## src/rtl/basic_blocks_pkg.sv

```systemverilog
// Shared types and helpers for the basic datapath blocks.
package basic_blocks_pkg;

   typedef enum logic {LSB_FIRST = 1'b0, MSB_FIRST = 1'b1} dirc_e;

   typedef enum logic {OUT_EMPTY, OUT_FULL} out_state_e;

   // Counter width able to hold 0..n-1; never narrower than one bit.
   function automatic int cnt_w(input int n);
      return (n <= 2) ? 1 : $clog2(n);
   endfunction

endpackage

```

## src/rtl/mod_counter.sv

```systemverilog
// Modulo-MOD up-counter with synchronous clear and a terminal-count flag.
module mod_counter
   import basic_blocks_pkg::*;
#(
   parameter int MOD = 8
) (
   input  logic                   clk,
   input  logic                   reset_n,
   input  logic                   clear,
   input  logic                   en,
   output logic [cnt_w(MOD)-1:0]  count,
   output logic                   last
);

   localparam int W = cnt_w(MOD);

   assign last = (count == W'(MOD - 1));

   always_ff @(posedge clk or negedge reset_n) begin
      if (!reset_n) begin
         count <= '0;
      end else if (clear) begin
         count <= '0;
      end else if (en) begin
         count <= last ? '0 : count + 1'b1;
      end
   end

endmodule

```

## src/rtl/sipo_deserializer.sv

```systemverilog
// Serial-in, parallel-out deserializer with a one-word holding register
// on a valid/ready output port; bit order chosen by DIRC.
module sipo_deserializer
   import basic_blocks_pkg::*;
#(
   parameter int BUS  = 32,
   parameter int DIRC = 1
) (
   input  logic           clk,
   input  logic           reset_n,
   input  logic           clear,
   input  logic           ser_in,
   input  logic           ser_valid,
   output logic           ser_ready,
   output logic [BUS-1:0] data_out,
   output logic           par_valid,
   input  logic           par_ready
);

   localparam int    CW  = cnt_w(BUS);
   localparam dirc_e DIR = (DIRC != 0) ? MSB_FIRST : LSB_FIRST;

   logic [CW-1:0]  bit_cnt;
   logic           cnt_last;
   logic [BUS-1:0] shreg;
   logic [BUS-1:0] shreg_nxt;
   logic           bit_acc;
   logic           word_acc;
   logic           word_done;
   out_state_e     state;
   out_state_e     state_nxt;

   // Stall only the final bit of a word, and only when the holding
   // register is occupied and not being drained this cycle.
   assign ser_ready = !((bit_cnt == CW'(BUS - 1)) && (state == OUT_FULL) && !par_ready);
   assign bit_acc   = ser_valid && ser_ready;
   assign word_acc  = par_valid && par_ready;
   assign word_done = bit_acc && cnt_last && !clear;
   assign par_valid = (state == OUT_FULL);

   mod_counter #(
      .MOD     (BUS)
   ) u_bit_cnt (
      .clk     (clk),
      .reset_n (reset_n),
      .clear   (clear),
      .en      (bit_acc),
      .count   (bit_cnt),
      .last    (cnt_last)
   );

   always_comb begin
      if (DIR == MSB_FIRST) begin
         shreg_nxt = {shreg[BUS-2:0], ser_in};
      end else begin
         shreg_nxt = {ser_in, shreg[BUS-1:1]};
      end
   end

   always_ff @(posedge clk or negedge reset_n) begin
      if (!reset_n) begin
         shreg <= '0;
      end else if (bit_acc && !clear) begin
         shreg <= shreg_nxt;
      end
   end

   // Load the word including the bit being captured this edge.
   always_ff @(posedge clk or negedge reset_n) begin
      if (!reset_n) begin
         data_out <= '0;
      end else if (word_done) begin
         data_out <= shreg_nxt;
      end
   end

   always_ff @(posedge clk or negedge reset_n) begin
      if (!reset_n) begin
         state <= OUT_EMPTY;
      end else begin
         state <= state_nxt;
      end
   end

   always_comb begin
      state_nxt = state;
      if (clear) begin
         state_nxt = OUT_EMPTY;
      end else begin
         case (state)
            OUT_EMPTY: if (word_done)             state_nxt = OUT_FULL;
            OUT_FULL:  if (word_acc && !word_done) state_nxt = OUT_EMPTY;
            default:                               state_nxt = OUT_EMPTY;
         endcase
      end
   end

endmodule

```

## config.mk

```make
export PLATFORM = sky130hd
export DESIGN_NAME = sipo_deserializer
export DESIGN_NICKNAME = d
export VERILOG_FILES = /design/src/rtl/basic_blocks_pkg.sv /design/src/rtl/mod_counter.sv /design/src/rtl/sipo_deserializer.sv
export SDC_FILE = /design/constraint.sdc
export NUM_CORES = 1
export LEC_CHECK = 0
export BUFFER_PORTS_ARGS = -buffer_cell sky130_fd_sc_hd__buf_2
export CAP_MARGIN = 20
export CORE_MARGIN = 1
export CORE_UTILIZATION = 30
export CTS_CLUSTER_SIZE = 25
export DETAILED_ROUTE_END_ITERATION = 8
export GPL_ROUTABILITY_DRIVEN = 0
export HOLD_SLACK_MARGIN = 0.02
export PLACE_DENSITY = 0.53
export SLEW_MARGIN = 20
export SYNTH_ARGS = -nofsm -noshare
export SYNTH_HDL_FRONTEND = slang
export SYNTH_SLANG_ARGS = --single-unit
```

## constraint.sdc

```tcl
create_clock -name clk -period 2.76 [get_ports clk]
set_input_delay 0.414 -clock clk [delete_from_list [all_inputs] [get_ports clk]]
set_output_delay 0.414 -clock clk [all_outputs]
set_load 0.03 [all_outputs]
```

[Word-level counts from Yosys, hierarchy flattened]
Index checks and enable logic that the tools add are counted.
Operators by class
  eq/ne operators: 1
  mux-type cells: 7
  bitwise operators: 1
  reduce and logical (&&, ||, !) cells: 13
  add/sub/neg operators: 1
Operators by type and width (count)
  $mux 5: 3
  $logic_and 1x1->1: 8
  $add 5x1->5 const B: 1
  $eq 5x5->1 const B: 1
  $logic_not 1->1: 4
  $mux 1: 3
  $pmux 1 s2: 1
  $reduce_bool 2->1: 1
  $not 1->1: 1
Word-level totals
  register bits: 69
  bits of input ports: 6
  output and inout port bits: 34
  logic and storage cells: 27

[Logic depth before layout (Yosys ltp)]
  depth in word-level cells: 12
  mapped depth: 8
  mapped depth without buffers: 7

[Modules after synthesis]
A second synthesis with hierarchy kept.
Second synthesis, totals
  cell total of the unflattened synthesis: 169
  area, all modules: 2771.4 um^2
By module, submodules not included
  sipo_deserializer: times used 1, cells each 143, seq. area each 1601.5 um^2, area each 2477.4 um^2
  mod_counter: times used 1, cells each 26, seq. area each 125.1 um^2, area each 294.0 um^2

[Least setup slack after synthesis]
OpenSTA, ideal clock, no wires.
  path type: flip-flop to flip-flop
  start: reg u_bit_cnt.count[0]
  end: reg shreg[30]
  library setup time: 127 ps
  period minus slack after synthesis: 2087 ps
  stages on the path, launching flop included: 9
  arrival: 1959 ps
  required time: 2633 ps
  buffers on the path: 1
  path slack: 673 ps
  path through: dfrtp_1 -> ha_1 -> and3_1 -> ha_1 -> and3b_1 -> inv_2 -> nand2_2 -> buf_6 -> mux2_1
Between the ends
  word-level cells in the longest chain between the ends: 6
RTL lines
  start, declared: RTL line mod_counter.sv:11  | output logic [cnt_w(MOD)-1:0] count,
  start signal, assigned: RTL line mod_counter.sv:25  | count <= last ? '0 : count + 1'b1;
  $eq 5x5->1: RTL line sipo_deserializer.sv:35  | assign ser_ready = !((bit_cnt == CW'(BUS - 1)) && (state == OUT_FULL) && !par_ready);
  $logic_and 1x1->1 (2 in a row): RTL line sipo_deserializer.sv:35
  $logic_not 1->1: RTL line sipo_deserializer.sv:35
  named net ser_ready: RTL line sipo_deserializer.sv:14  | output logic ser_ready,
  $logic_and 1x1->1: RTL line sipo_deserializer.sv:36  | assign bit_acc = ser_valid && ser_ready;
  $logic_and 1x1->1: RTL line sipo_deserializer.sv:63  | end else if (bit_acc && !clear) begin
  end signal, assigned: RTL line sipo_deserializer.sv:64  | shreg <= shreg_nxt;
  end, declared: RTL line sipo_deserializer.sv:25  | logic [BUS-1:0] shreg;
The timed path passes the listed nets, and every way through them passes these cells.
A chain may end at the register's enable or synchronous reset.

[Worst setup path after layout]
  start: reg u_bit_cnt.count[0]
  end: out ser_ready
Between the ends
  word-level cells in the longest chain between the ends: 4
RTL lines (RTL line)
  $eq 5x5->1: sipo_deserializer.sv:35
  $logic_and 1x1->1 (2 in a row): sipo_deserializer.sv:35
  $logic_not 1->1: sipo_deserializer.sv:35
  end, declared: sipo_deserializer.sv:14
No other way between the ends.

==> PnR_summary.wiki <==
{| class="wikitable"
! Metric !! Value
|-
| Reg clk slew, reported paths || 70 ps
|-
| Effective utilization at floorplan || 31.65%
|-
| Switching power summed over all nets || 508.8 uW
|-
| Die X-Extent || 98.85 um
|-
| Fmax achieved || 413.4 MHz
|-
| Stage delay of the slowest cell on the critical path || 420 ps
|-
| CTS buffer count || 9
|-
| Area contributors post-synth || sky130_fd_sc_hd__dfrtp_1, sky130_fd_sc_hd__mux2_4, sky130_fd_sc_hd__mux2_2
|-
| GRT overflow || 0
|-
| Core Region || 0.008891 mm^2
|-
| Post-synthesis sequential area ratio || 61.36%
|-
| Die extent in y || 98.85 um
|-
| WP data required || 2350 ps
|-
| Tightest Hold Check Type || in -> async
|-
| Min Hold Slack || 46.10 ps
|-
| Ant. Diodes || 0
|-
| Worst path buffer plus inverter count || 2
|-
| Post-route ant nets || 0
|-
| Syn nets || 177
|-
| Hold buffers post-CTS || 0
|-
| Area occupied by multi-input gates || 0.001001 mm^2
|-
| Mapped Area || 0.002814 mm^2
|-
| Switching share of total power || 23.48%
|-
| Gate power share || 7.4%
|-
| Critical Path Most Common Cell || sky130_fd_sc_hd__ha_1
|-
| Setup_tns || 0 ps
|-
| Proportion of power drawn by flip-flops and latches || 55.7%
|-
| Arrival @ worst endpoint || 2000 ps
|-
| Final setup violation count || 0
|-
| Critical Path, Cell by Cell || ha_1 -> and3_1 -> ha_1 -> and3b_1 -> inv_2 -> buf_2
|-
| Clock insertion delay at the later pin of the skew report || 330 ps
|-
| # fillers || 864
|-
| Worst slew pin tran || 619.2 ps
|-
| Yosys warns || 0
|-
| Clk pwr share || 37.0%
|-
| Post-CTS Resized || 0
|-
| Stages on worst setup path || 6
|-
| Master of the slowest instance on the critical path || sky130_fd_sc_hd__dfrtp_1
|-
| Headroom to the max-slew limit || 58.72%
|-
| Internal power || 1658 uW
|-
| Synth area leader || sky130_fd_sc_hd__dfrtp_1
|-
| Std-Cell Rows || 34
|-
| TritonCTS clock tree || built
|-
| First-pass GRT wire length || 8031 um
|-
| Ports placed on the boundary || 40
|-
| Post-route fraction of the period consumed by the critical path || 87.64%
|-
| Post-Synthesis Cells || 169
|-
| Count of unresolved DRC violations after routing || 0
|-
| Summed area of non-filler cells in the final layout || 0.003293 mm^2
|-
| Crit Path Class || reg -> out
|-
| Yosys cell types || 24
|-
| Area fraction of the dominant cell type after synthesis || 61.36%
|-
| Clk Tree Root Cell || sky130_fd_sc_hd__clkbuf_8
|-
| Vias per Instance || 4.549
|-
| Number of nets in the layout || 223
|-
| Cell family contributing the most delay on the critical path || adder cells
|-
| Power per unit of standard cell area || 658.0 mW/mm^2
|-
| Clock net sink count || 69
|-
| Ratio of cells with drive above 1 in the final layout || 55.00%
|-
| Depth of the CTS H-tree || 3
|-
| Final routed wire length divided by cell count || 14.22 um
|-
| Outcome || completed
|-
| Setup Buffers After CTS || 0
|-
| Number of detailed-routing iterations run before antenna repair || 3
|-
| Crit path setup slack, layout || 341.1 ps
|-
| Die Area || 0.009771 mm^2
|-
| Post-Route Skew || 4.792 ps
|-
| Slew Limit Fails || 0
|-
| Layout overhead on the synthesized area || 17.03%
|-
| Pin count of the biggest net entering global routing || 34
|-
| Setup WS pre-CTS || 435.6 ps
|-
| Number of max-capacitance violations reported || 0
|-
| All-layer global routing usage || 10.90%
|-
| Drt initial violations || 59
|-
| Kind of launch point of the worst setup path || register
|-
| Vias after detailed routing || 1492
|-
| Synth Register Bits || 69
|-
| Crit end category || primary output
|-
| CTS max path bufs || 2
|-
| Worst r2r path cells || 8
|-
| Antenna violations before repair || 0
|-
| HPWL after detailed placement || 2998 um
|-
| Number of global-route vias before repair || 1544
|-
| Leakage component of the power || 0.001688 uW
|-
| Average instance area after synthesis || 16.65 um^2
|-
| Total Wirelength || 4663 um
|-
| Total power consumption of the routed design || 2167 uW
|-
| Peak supply drop || 0.0002006 V
|-
| Crit path time final || 2419 ps
|-
| Critical Path Fanout Max || 7
|-
| Setup repair after global routing missed its margin || no
|-
| Count of buffers inserted at the top-level ports || 39
|-
| Placed Area || 0.003100 mm^2
|-
| Hold violation count in the final report || 0
|-
| Reg area || 0.001727 mm^2
|}
-- per-stage QoR --
step / instances / utilization (%)
after detailed placement: 312 / 34.87
final: 328 / 37.04
after CTS: 328 / 37.04
after global placement: 312 / 34.87
after floorplan: 169 / -
after global routing: 328 / 37.04
-- routing by layer --
metal	global-route usage, %	share of wire, %
met5	0	0
met4	7.003	2.9
met1	14.61	49
met3	3.404	3.7
met2	15.17	45
-- final timing paths --
kind / slack (ps) / startpoint / endpoint
max in group asynchronous: 1970 / reset_n / shreg[6]
max reg2reg: 390 / u_bit_cnt.count[0] / shreg[26]
min in group clk: 340 / ser_in / shreg[0]
min: 50 / reset_n / shreg[25]
min reg2reg: 500 / shreg[30] / shreg[30]
max: 340 / u_bit_cnt.count[0] / ser_ready
-- flip-flops by register name, summed over array words and instances (netlist names) --
signal and flops:
data_out 32, par_valid 1, shreg 31, u_bit_cnt.count 5
-- cell usage in the layout, fill, tap and decap left out --
| cell | instances |
|---|---|
| sky130_fd_sc_hd__a21oi_1 | 4 |
| sky130_fd_sc_hd__a31oi_1 | 1 |
| sky130_fd_sc_hd__and3_1 | 1 |
| sky130_fd_sc_hd__and3_4 | 1 |
| sky130_fd_sc_hd__and3b_1 | 1 |
| sky130_fd_sc_hd__buf_12 | 1 |
| sky130_fd_sc_hd__buf_2 | 39 |
| sky130_fd_sc_hd__buf_4 | 2 |
| sky130_fd_sc_hd__bufinv_16 | 1 |
| sky130_fd_sc_hd__clkbuf_1 | 2 |
| sky130_fd_sc_hd__clkbuf_8 | 10 |
| sky130_fd_sc_hd__clkinv_2 | 2 |
| sky130_fd_sc_hd__clkinvlp_4 | 1 |
| sky130_fd_sc_hd__dfrtp_1 | 69 |
| sky130_fd_sc_hd__ha_1 | 2 |
| sky130_fd_sc_hd__inv_1 | 1 |
| sky130_fd_sc_hd__inv_2 | 1 |
| sky130_fd_sc_hd__mux2_1 | 2 |
| sky130_fd_sc_hd__mux2_2 | 32 |
| sky130_fd_sc_hd__mux2_4 | 29 |
| sky130_fd_sc_hd__nand2_2 | 1 |
| sky130_fd_sc_hd__nand2b_1 | 1 |
| sky130_fd_sc_hd__nand3_1 | 4 |
| sky130_fd_sc_hd__nand3b_1 | 1 |
| sky130_fd_sc_hd__nor2_1 | 2 |
| sky130_fd_sc_hd__nor2b_2 | 1 |
| sky130_fd_sc_hd__o21ai_0 | 4 |
| sky130_fd_sc_hd__o21bai_1 | 1 |
| sky130_fd_sc_hd__o31ai_1 | 1 |
| sky130_fd_sc_hd__or3_1 | 1 |
| sky130_fd_sc_hd__or4_1 | 1 |
-- logic make-up (layout without fill, tap and decap cells) --
family | Yosys count | after routing | share of synthesized area, %
fa+ha+maj | 2 | 2 | 0.8891
simple gates | 15 | 15 | 3.425
compound gates | 11 | 11 | 2.179
flops | 69 | 69 | 61.36
mux | 63 | 63 | 29.08
buf+inv | 9 | 60 | 3.068
-- synth_stat cells --
cell and n:
sky130_fd_sc_hd__dfrtp_1 69, sky130_fd_sc_hd__mux2_2 32, sky130_fd_sc_hd__mux2_4 29, sky130_fd_sc_hd__buf_6 7, sky130_fd_sc_hd__a21oi_1 4, sky130_fd_sc_hd__nand3_1 4, sky130_fd_sc_hd__o21ai_0 4, sky130_fd_sc_hd__ha_1 2
sky130_fd_sc_hd__mux2_1 2, sky130_fd_sc_hd__nor2_1 2, sky130_fd_sc_hd__a31oi_1 1, sky130_fd_sc_hd__and3_1 1, sky130_fd_sc_hd__and3_4 1, sky130_fd_sc_hd__and3b_1 1, sky130_fd_sc_hd__inv_1 1, sky130_fd_sc_hd__inv_2 1
sky130_fd_sc_hd__nand2_2 1, sky130_fd_sc_hd__nand2b_1 1, sky130_fd_sc_hd__nand3b_1 1, sky130_fd_sc_hd__nor2b_2 1, sky130_fd_sc_hd__o21bai_1 1, sky130_fd_sc_hd__o31ai_1 1, sky130_fd_sc_hd__or3_1 1, sky130_fd_sc_hd__or4_1 1
-- cell type report --
class / instances / area share [%]
clock buffer: 12 / 4.407
clock inverter: 4 / 1.444
inverter: 2 / 0.2280
multi-input combinational: 91 / 30.40
sequential: 69 / 52.43
tap: 108 / 4.103
timing repair buffer: 42 / 6.991
-- power groups by stage --
stage,Sequential (uW),Clock (uW),Combinational [uW]
floorplan,1190,0,123
CTS,1210,827,165
detailed placement,1230,0,162
global placement,1220,0,158
finish,1210,802,159
global route,1230,885,180
Note: power is estimated with default switching activity, not from simulation.
